`config.mk`:
```
export PLATFORM = sky130hd
export DESIGN_NAME = rx_ts_detect16_flat
export DESIGN_NICKNAME = d
export VERILOG_FILES = /design/src/rtl/rx_ts_detect16_if.sv /design/src/rtl/rx_ts_detect16.sv /design/src/flat_wrapper.sv
export SDC_FILE = /design/constraint.sdc
export NUM_CORES = 1
export LEC_CHECK = 0
export BUFFER_PORTS_ARGS = -buffer_cell sky130_fd_sc_hd__buf_4
export CORE_ASPECT_RATIO = 0.6
export CORE_UTILIZATION = 55
export CTS_CLUSTER_SIZE = 10
export DETAILED_ROUTE_END_ITERATION = 16
export GPL_TIMING_DRIVEN = 0
export PLACE_DENSITY = 0.76
export SLEW_MARGIN = 20
export SYNTH_ARGS = -nofsm -noshare
export SYNTH_HDL_FRONTEND = slang
export SYNTH_SLANG_ARGS = --single-unit
export TNS_END_PERCENT = 100
```
`constraint.sdc`:
```
create_clock -name rxclk -period 6.7 [get_ports rxclk]
set_input_delay 1.34 -clock rxclk [delete_from_list [all_inputs] [get_ports rxclk]]
set_output_delay 1.34 -clock rxclk [all_outputs]
set_load 0.05 [all_outputs]
```
`src/rtl/rx_ts_detect16_if.sv`:
```
// PIPE 16-bit receive symbols toward the TS detector and the decoded TS report back to the LTSSM.
// master drives the PHY receive side; slave is the detector.
interface rx_ts_detect16_if;
    logic [15:0] rxdata16;
    logic [1:0]  rxdatak16;
    logic        rxvalid16;
    logic        rxidle16;
    logic        ts1_valid;
    logic        ts2_valid;
    logic        ts_err;
    logic [7:0]  ts_link;
    logic [7:0]  ts_lane;
    logic [7:0]  ts_nfts;
    logic [7:0]  ts_rate;
    logic [7:0]  ts_ctrl;
    logic        ts_link_pad;
    logic        ts_lane_pad;
    logic [3:0]  ts_consec;

    modport master (
        output rxdata16, rxdatak16, rxvalid16, rxidle16,
        input  ts1_valid, ts2_valid, ts_err, ts_link, ts_lane, ts_nfts, ts_rate, ts_ctrl,
               ts_link_pad, ts_lane_pad, ts_consec
    );

    modport slave (
        input  rxdata16, rxdatak16, rxvalid16, rxidle16,
        output ts1_valid, ts2_valid, ts_err, ts_link, ts_lane, ts_nfts, ts_rate, ts_ctrl,
               ts_link_pad, ts_lane_pad, ts_consec
    );
endinterface

```
`src/rtl/rx_ts_detect16.sv`:
```
// TS1/TS2 detector on the 16-bit PIPE receive path: COM alignment in either lane, per-symbol checks, field report.
// Registered outputs, pulse one cycle after symbol 15; no backpressure, one symbol pair consumed per valid cycle.
module rx_ts_detect16 #(
    parameter int CONSEC_MAX = 15
) (
    input  logic            rxclk,
    input  logic            rst,
    rx_ts_detect16_if.slave rx
);
    localparam logic [7:0] SYM_COM = 8'hBC;
    localparam logic [7:0] SYM_SKP = 8'h1C;
    localparam logic [7:0] SYM_PAD = 8'hF7;
    localparam logic [7:0] SYM_TS1 = 8'h4A;
    localparam logic [7:0] SYM_TS2 = 8'h45;

    typedef enum logic [1:0] {HUNT, HDR, ID} state_t;

    state_t     state, state_nxt;
    logic [3:0] idx, idx_nxt;
    logic       phase, phase_nxt;

    logic [7:0] hold_dat;
    logic       hold_k;
    logic [7:0] sa, sb;
    logic       ka, kb;
    logic       com0, com1, skp_h, skp_b, ok_a, ok_b, ok_h;
    logic       err_set, good_set, link_start, idle_clr;

    logic [7:0] sh_link, sh_lane, sh_nfts, sh_rate, sh_ctrl, sh_id;
    logic       sh_link_pad, sh_lane_pad, last_ts2, key_eq;

    function automatic logic sym_ok(input logic [3:0] i, input logic [7:0] d, input logic k,
                                    input logic [7:0] id_ref);
        logic ok;
        case (i)
            4'd0:             ok = 1'b1;
            4'd1, 4'd2:       ok = !k || (d == SYM_PAD);
            4'd3, 4'd4, 4'd5: ok = !k;
            4'd6:             ok = !k && ((d == SYM_TS1) || (d == SYM_TS2));
            default:          ok = !k && (d == id_ref);
        endcase
        return ok;
    endfunction

    // Even symbols are always the earlier half of a pair, so symbol 7 checks against symbol 6 in the same cycle.
    always_comb begin
        com0  = rx.rxdatak16[0] && (rx.rxdata16[7:0] == SYM_COM);
        com1  = rx.rxdatak16[1] && (rx.rxdata16[15:8] == SYM_COM);
        skp_h = rx.rxdatak16[1] && (rx.rxdata16[15:8] == SYM_SKP);
        if (phase) begin
            sa = hold_dat;
            ka = hold_k;
            sb = rx.rxdata16[7:0];
            kb = rx.rxdatak16[0];
        end else begin
            sa = rx.rxdata16[7:0];
            ka = rx.rxdatak16[0];
            sb = rx.rxdata16[15:8];
            kb = rx.rxdatak16[1];
        end
        skp_b  = (idx == 4'd0) && kb && (sb == SYM_SKP);
        ok_a   = sym_ok(idx, sa, ka, sh_id);
        ok_b   = sym_ok(idx | 4'd1, sb, kb, (idx == 4'd6) ? sa : sh_id);
        ok_h   = sym_ok(4'd1, rx.rxdata16[15:8], rx.rxdatak16[1], sh_id);
        key_eq = {sh_id == SYM_TS2, sh_link, sh_lane, sh_nfts, sh_rate, sh_ctrl, sh_link_pad, sh_lane_pad}
              == {last_ts2, rx.ts_link, rx.ts_lane, rx.ts_nfts, rx.ts_rate, rx.ts_ctrl,
                  rx.ts_link_pad, rx.ts_lane_pad};
    end

    always_ff @(posedge rxclk or posedge rst) begin
        if (rst) begin
            state <= HUNT;
            idx   <= 4'd0;
            phase <= 1'b0;
        end else begin
            state <= state_nxt;
            idx   <= idx_nxt;
            phase <= phase_nxt;
        end
    end

    always_comb begin
        state_nxt  = state;
        idx_nxt    = idx;
        phase_nxt  = phase;
        err_set    = 1'b0;
        good_set   = 1'b0;
        link_start = 1'b0;
        idle_clr   = 1'b0;
        if (rx.rxidle16) begin
            state_nxt = HUNT;
            idle_clr  = 1'b1;
        end else begin
            case (state)
                HUNT: begin
                    if (rx.rxvalid16) begin
                        if (com1) begin
                            state_nxt = HDR;
                            idx_nxt   = 4'd0;
                            phase_nxt = 1'b1;
                        end else if (com0) begin
                            phase_nxt = 1'b0;
                            if (!skp_h) begin
                                if (ok_h) begin
                                    state_nxt  = HDR;
                                    idx_nxt    = 4'd2;
                                    link_start = 1'b1;
                                end else begin
                                    err_set = 1'b1;
                                end
                            end
                        end
                    end
                end
                default: begin
                    if (!rx.rxvalid16 || (!skp_b && !(ok_a && ok_b))) begin
                        err_set   = 1'b1;
                        state_nxt = HUNT;
                    end else if (skp_b) begin
                        state_nxt = HUNT;
                    end else if (idx == 4'd14) begin
                        good_set  = 1'b1;
                        state_nxt = HUNT;
                        // Phase 1 delivers symbol 15 on byte0, so byte1 may already carry the next COM.
                        if (phase && com1) begin
                            state_nxt = HDR;
                            idx_nxt   = 4'd0;
                        end
                    end else begin
                        idx_nxt   = idx + 4'd2;
                        state_nxt = (idx >= 4'd4) ? ID : HDR;
                    end
                end
            endcase
        end
    end

    always_ff @(posedge rxclk or posedge rst) begin
        if (rst) begin
            hold_dat       <= 8'h00;
            hold_k         <= 1'b0;
            sh_link        <= 8'h00;
            sh_lane        <= 8'h00;
            sh_nfts        <= 8'h00;
            sh_rate        <= 8'h00;
            sh_ctrl        <= 8'h00;
            sh_id          <= 8'h00;
            sh_link_pad    <= 1'b0;
            sh_lane_pad    <= 1'b0;
            last_ts2       <= 1'b0;
            rx.ts1_valid   <= 1'b0;
            rx.ts2_valid   <= 1'b0;
            rx.ts_err      <= 1'b0;
            rx.ts_link     <= 8'h00;
            rx.ts_lane     <= 8'h00;
            rx.ts_nfts     <= 8'h00;
            rx.ts_rate     <= 8'h00;
            rx.ts_ctrl     <= 8'h00;
            rx.ts_link_pad <= 1'b0;
            rx.ts_lane_pad <= 1'b0;
            rx.ts_consec   <= 4'd0;
        end else begin
            rx.ts1_valid <= 1'b0;
            rx.ts2_valid <= 1'b0;
            rx.ts_err    <= err_set;
            if (rx.rxvalid16) begin
                hold_dat <= rx.rxdata16[15:8];
                hold_k   <= rx.rxdatak16[1];
            end
            if (link_start) begin
                sh_link     <= rx.rxdata16[15:8];
                sh_link_pad <= skp_h ? 1'b0 : (rx.rxdatak16[1] && (rx.rxdata16[15:8] == SYM_PAD));
            end
            if ((state != HUNT) && rx.rxvalid16) begin
                case (idx)
                    4'd0: begin
                        sh_link     <= sb;
                        sh_link_pad <= kb && (sb == SYM_PAD);
                    end
                    4'd2: begin
                        sh_lane     <= sa;
                        sh_lane_pad <= ka && (sa == SYM_PAD);
                        sh_nfts     <= sb;
                    end
                    4'd4: begin
                        sh_rate <= sa;
                        sh_ctrl <= sb;
                    end
                    4'd6:    sh_id <= sa;
                    default: begin end
                endcase
            end
            if (idle_clr || err_set) begin
                rx.ts_consec <= 4'd0;
            end else if (good_set) begin
                rx.ts_link     <= sh_link;
                rx.ts_lane     <= sh_lane;
                rx.ts_nfts     <= sh_nfts;
                rx.ts_rate     <= sh_rate;
                rx.ts_ctrl     <= sh_ctrl;
                rx.ts_link_pad <= sh_link_pad;
                rx.ts_lane_pad <= sh_lane_pad;
                last_ts2       <= (sh_id == SYM_TS2);
                rx.ts1_valid   <= (sh_id == SYM_TS1);
                rx.ts2_valid   <= (sh_id == SYM_TS2);
                if (!key_eq)
                    rx.ts_consec <= 4'd1;
                else if (rx.ts_consec != 4'(CONSEC_MAX))
                    rx.ts_consec <= rx.ts_consec + 4'd1;
            end
        end
    end
endmodule

```
`src/flat_wrapper.sv`:
```
// flat-port wrapper written by rule: the top's interface ports become plain ports
module rx_ts_detect16_flat 
#(
    parameter int CONSEC_MAX = 15
)
  (rxclk, rst, rx_rxdata16, rx_rxdatak16, rx_rxvalid16, rx_rxidle16, rx_ts1_valid, rx_ts2_valid, rx_ts_err, rx_ts_link, rx_ts_lane, rx_ts_nfts, rx_ts_rate, rx_ts_ctrl, rx_ts_link_pad, rx_ts_lane_pad, rx_ts_consec);
  rx_ts_detect16_if rx_i ();
  input  logic rxclk;
  input  logic rst;
  input wire logic [$bits(rx_i.rxdata16)-1:0] rx_rxdata16;
  input wire logic [$bits(rx_i.rxdatak16)-1:0] rx_rxdatak16;
  input wire logic [$bits(rx_i.rxvalid16)-1:0] rx_rxvalid16;
  input wire logic [$bits(rx_i.rxidle16)-1:0] rx_rxidle16;
  output wire logic [$bits(rx_i.ts1_valid)-1:0] rx_ts1_valid;
  output wire logic [$bits(rx_i.ts2_valid)-1:0] rx_ts2_valid;
  output wire logic [$bits(rx_i.ts_err)-1:0] rx_ts_err;
  output wire logic [$bits(rx_i.ts_link)-1:0] rx_ts_link;
  output wire logic [$bits(rx_i.ts_lane)-1:0] rx_ts_lane;
  output wire logic [$bits(rx_i.ts_nfts)-1:0] rx_ts_nfts;
  output wire logic [$bits(rx_i.ts_rate)-1:0] rx_ts_rate;
  output wire logic [$bits(rx_i.ts_ctrl)-1:0] rx_ts_ctrl;
  output wire logic [$bits(rx_i.ts_link_pad)-1:0] rx_ts_link_pad;
  output wire logic [$bits(rx_i.ts_lane_pad)-1:0] rx_ts_lane_pad;
  output wire logic [$bits(rx_i.ts_consec)-1:0] rx_ts_consec;
  assign rx_i.rxdata16 = rx_rxdata16;
  assign rx_i.rxdatak16 = rx_rxdatak16;
  assign rx_i.rxvalid16 = rx_rxvalid16;
  assign rx_i.rxidle16 = rx_rxidle16;
  assign rx_ts1_valid = rx_i.ts1_valid;
  assign rx_ts2_valid = rx_i.ts2_valid;
  assign rx_ts_err = rx_i.ts_err;
  assign rx_ts_link = rx_i.ts_link;
  assign rx_ts_lane = rx_i.ts_lane;
  assign rx_ts_nfts = rx_i.ts_nfts;
  assign rx_ts_rate = rx_i.ts_rate;
  assign rx_ts_ctrl = rx_i.ts_ctrl;
  assign rx_ts_link_pad = rx_i.ts_link_pad;
  assign rx_ts_lane_pad = rx_i.ts_lane_pad;
  assign rx_ts_consec = rx_i.ts_consec;
  rx_ts_detect16 #(.CONSEC_MAX(CONSEC_MAX)) u_core (.rxclk(rxclk), .rst(rst), .rx(rx_i));
endmodule
```
==> impl_metrics.env <==
export IMPL_outcome="finished clean"
export IMPL_fin_ws_ns=2.49
export IMPL_die_x_um=136
export IMPL_ys_flop_type="dfrtp_1"
export IMPL_relSlewSlack_pct=35.6
export IMPL_holdBufCountCts=0
export IMPL_synth_fp_nets=582
export IMPL_ir_worst_vdd_mv=0.221
export IMPL_htreeDepth=4
export IMPL_die_h_um=82.5
export IMPL_drc=0
export IMPL_clk_pin_slew_ns=0.05
export IMPL_yosysWarnings=0
export IMPL_tritoncts="built"
export IMPL_routed_wl_mm=17.1
export IMPL_internal_power_mw=1.34
export IMPL_drv_slew=0
export IMPL_ant_nets=0
export IMPL_drt_first_pass_iters=7
export IMPL_busiest_layer="met1"
export IMPL_n_fill_cell=744
export IMPL_grt_pass1_vias=4630
export IMPL_yosysTopAreaCell="dfrtp_1"
export IMPL_clockPowerShare_pct=53.2
export IMPL_drv_cap=0
export IMPL_gr_usage_met3_pct=8.30
export IMPL_num_antenna_cells=0
export IMPL_syn_area_um2=5940
export IMPL_final_hold_violation_count=0
export IMPL_seq_area_frac_synth_pct=48.5
export IMPL_place_congestion=0.918
export IMPL_cp_end_kind="flip-flop"
export IMPL_clk_insertion_delay_late_ns=0.42
export IMPL_period_share_pct=62.8
export IMPL_critPathMaxFanout=10
export IMPL_final_setup_tns_ns=0
export IMPL_grt_pass1_wl_mm=26.3
export IMPL_leakagePower_nw=3.44
export IMPL_postLayoutCoreUtil_pct=71.4
export IMPL_synthCells=555
export IMPL_worst_pin_slew_ns=0.939
export IMPL_core_area_um2=10200
export IMPL_syn2layout_area_growth_pct=22.2
export IMPL_p_seq_share_pct=41.2
export IMPL_powerDensity_nw_per_um2=238
export IMPL_required_ns=6.99
export IMPL_syn_area_per_cell_um2=10.7
export IMPL_start_util_pct=58.4
export IMPL_rsz0062_at_grt="no"
export IMPL_async_reset_ff_share_pct=100
export IMPL_track_usage_pct=32.9
export IMPL_synth_cell_type_count=54
export IMPL_fin_skew_ns=0.00944
export IMPL_cts_repair_resized=0
export IMPL_met2_usage_pct=46.5
export IMPL_wl_per_cell_um=21.5
export IMPL_netlist_area_leader_share_pct=48.5
export IMPL_cts_path_max_buffers=2
export IMPL_finalSetupViolCount=0
export IMPL_switching_power_mw=0.387
export IMPL_numCtsBuffers=17
export IMPL_cts_root_buf="clkbuf_16"
export IMPL_hp_class="reg2reg"
export IMPL_die_area_um2=11200
export IMPL_via_per_inst=6.17
export IMPL_synth_edf_count=0
export IMPL_grt_use_met1_pct=49.0
export IMPL_antenna_found_initial=0
export IMPL_fmax_ghz=0.238
export IMPL_fin_hold_ws_ns=0.514
export IMPL_io_buffers=69
export IMPL_grt_max_degree=84
export IMPL_hpwlAfterDp_mm=12.1
export IMPL_synth_area_leaders="dfrtp_1, mux2_2, xnor2_1"
export IMPL_synthTopCellsByCount="dfrtp_1, nor2_1, nand2_1"
export IMPL_nNetsFinal=671
export IMPL_pre_cts_slack_ns=2.27
export IMPL_synth_seq_cells=115
export IMPL_crit_type="in2reg"
export IMPL_drive_gt1_share_pct=25.0
export IMPL_rows=28
export IMPL_synth_most_common_cell="dfrtp_1"
export IMPL_grt_overflow=0
export IMPL_combPwrFrac_pct=5.6
export IMPL_first_iter_violations=470
export IMPL_period_needed_ns=4.21
export IMPL_cts_sinks=115
export IMPL_post_cts_setup_buffers=0
export IMPL_cp_start_kind="input port"
export IMPL_ios=71
export IMPL_switching_share_pct=22.5
export IMPL_cp_arrival_ns=4.50
export IMPL_vias=4886
[per-stage QoR]
| step | instances | instance area, um2 | total power [mW] |
|---|---|---|---|
| after floorplan | 555 | 5940 | 0.771 |
| after global placement | 759 | 6620 | 0.811 |
| after detailed placement | 760 | 6660 | 0.815 |
| after CTS | 792 | 7250 | 1.73 |
| after global routing | 792 | 7250 | 1.77 |
| final | 792 | 7250 | 1.72 |
[layer usage]
layer / vias to the layer above / share of wire [%]
met5: - / 0
met4: 0 / 1.3
met3: 28 / 9.9
met2: 265 / 43
met1: 2427 / 46
li1: 2166 / -
[layout by cell type, fill, tap and decap left out, types with 15 or more instances in the layout]
cell	instances
inv_1	15
mux2_1	15
dfrtp_1	115
nand2_1	42
nor2_1	48
buf_4	71
xor2_1	21
xnor2_1	37
mux2i_1	20
mux2_2	41
clkbuf_16	17
o21ai_0	33
a21oi_1	19
[power by group through the flow]
stage | combinational (mW) | clock (mW) | sequential, mW
after floorplan | 0.0518 | 0 | 0.719
after global placement | 0.0897 | 0 | 0.721
after detailed placement | 0.0933 | 0 | 0.721
after CTS | 0.0939 | 0.923 | 0.710
final | 0.0960 | 0.917 | 0.710
after global routing | 0.102 | 0.960 | 0.710
[sequential cells by signal (all words and copies together), names as in the netlist, 8 cells and up]
register and count:
u_core.hold_dat 8, u_core.rx.ts_ctrl 8, u_core.rx.ts_lane 8, u_core.rx.ts_link 8, u_core.rx.ts_nfts 8, u_core.rx.ts_rate 8, u_core.sh_ctrl 8, u_core.sh_id 8
u_core.sh_lane 8, u_core.sh_link 8, u_core.sh_nfts 8, u_core.sh_rate 8
[worst max-delay path, cell delays in order]
cell and delay, ns:
buf_4 0.14, mux2i_1 0.70, mux2i_1 0.21, xnor2_1 0.20, nor4_2 0.57, a211oi_1 0.23
nor3_2 0.26, buf_4 0.25, buf_4 0.25, mux2_1 0.33
[cell type report]
class	instances	area, um2	area share (%)
flip-flops and latches	115	2880	39.7
well taps	135	169	2.33
multi-input cells	403	2880	39.7
repair buffers	70	546	7.52
inverters	16	65.1	0.897
clock buffers	22	464	6.40
plain buffers	21	121	1.67
clock inverters	10	131	1.81
[cells by family after synthesis]
family	share of synthesized area, %
compound gates	9.25
flops	48.5
xor+xnor	8.56
mux	15.2
buf+inv	3.06
fa+ha+maj	1.05
simple gates	14.4
[path summary, 6_finish.rpt]
| path | depth (start not counted) | end | startpoint | slack, ns |
|---|---|---|---|---|
| max in group asynchronous | 3 | u_core.hold_dat[7] | rst | 5.08 |
| min in group asynchronous | 2 | u_core.rx.ts_ctrl[2] | rst | 0.90 |
| setup / recovery | 10 | u_core.rx.ts_nfts[6] | rx_rxdata16[4] | 2.49 |
| setup reg to reg | 10 | u_core.rx.ts_nfts[6] | u_core.phase | 2.89 |
| hold reg to reg | 1 | u_core.hold_k | u_core.hold_k | 0.51 |
| hold / removal | 1 | u_core.hold_k | u_core.hold_k | 0.51 |
No activity file was read; power rests on OpenSTA's default activity.
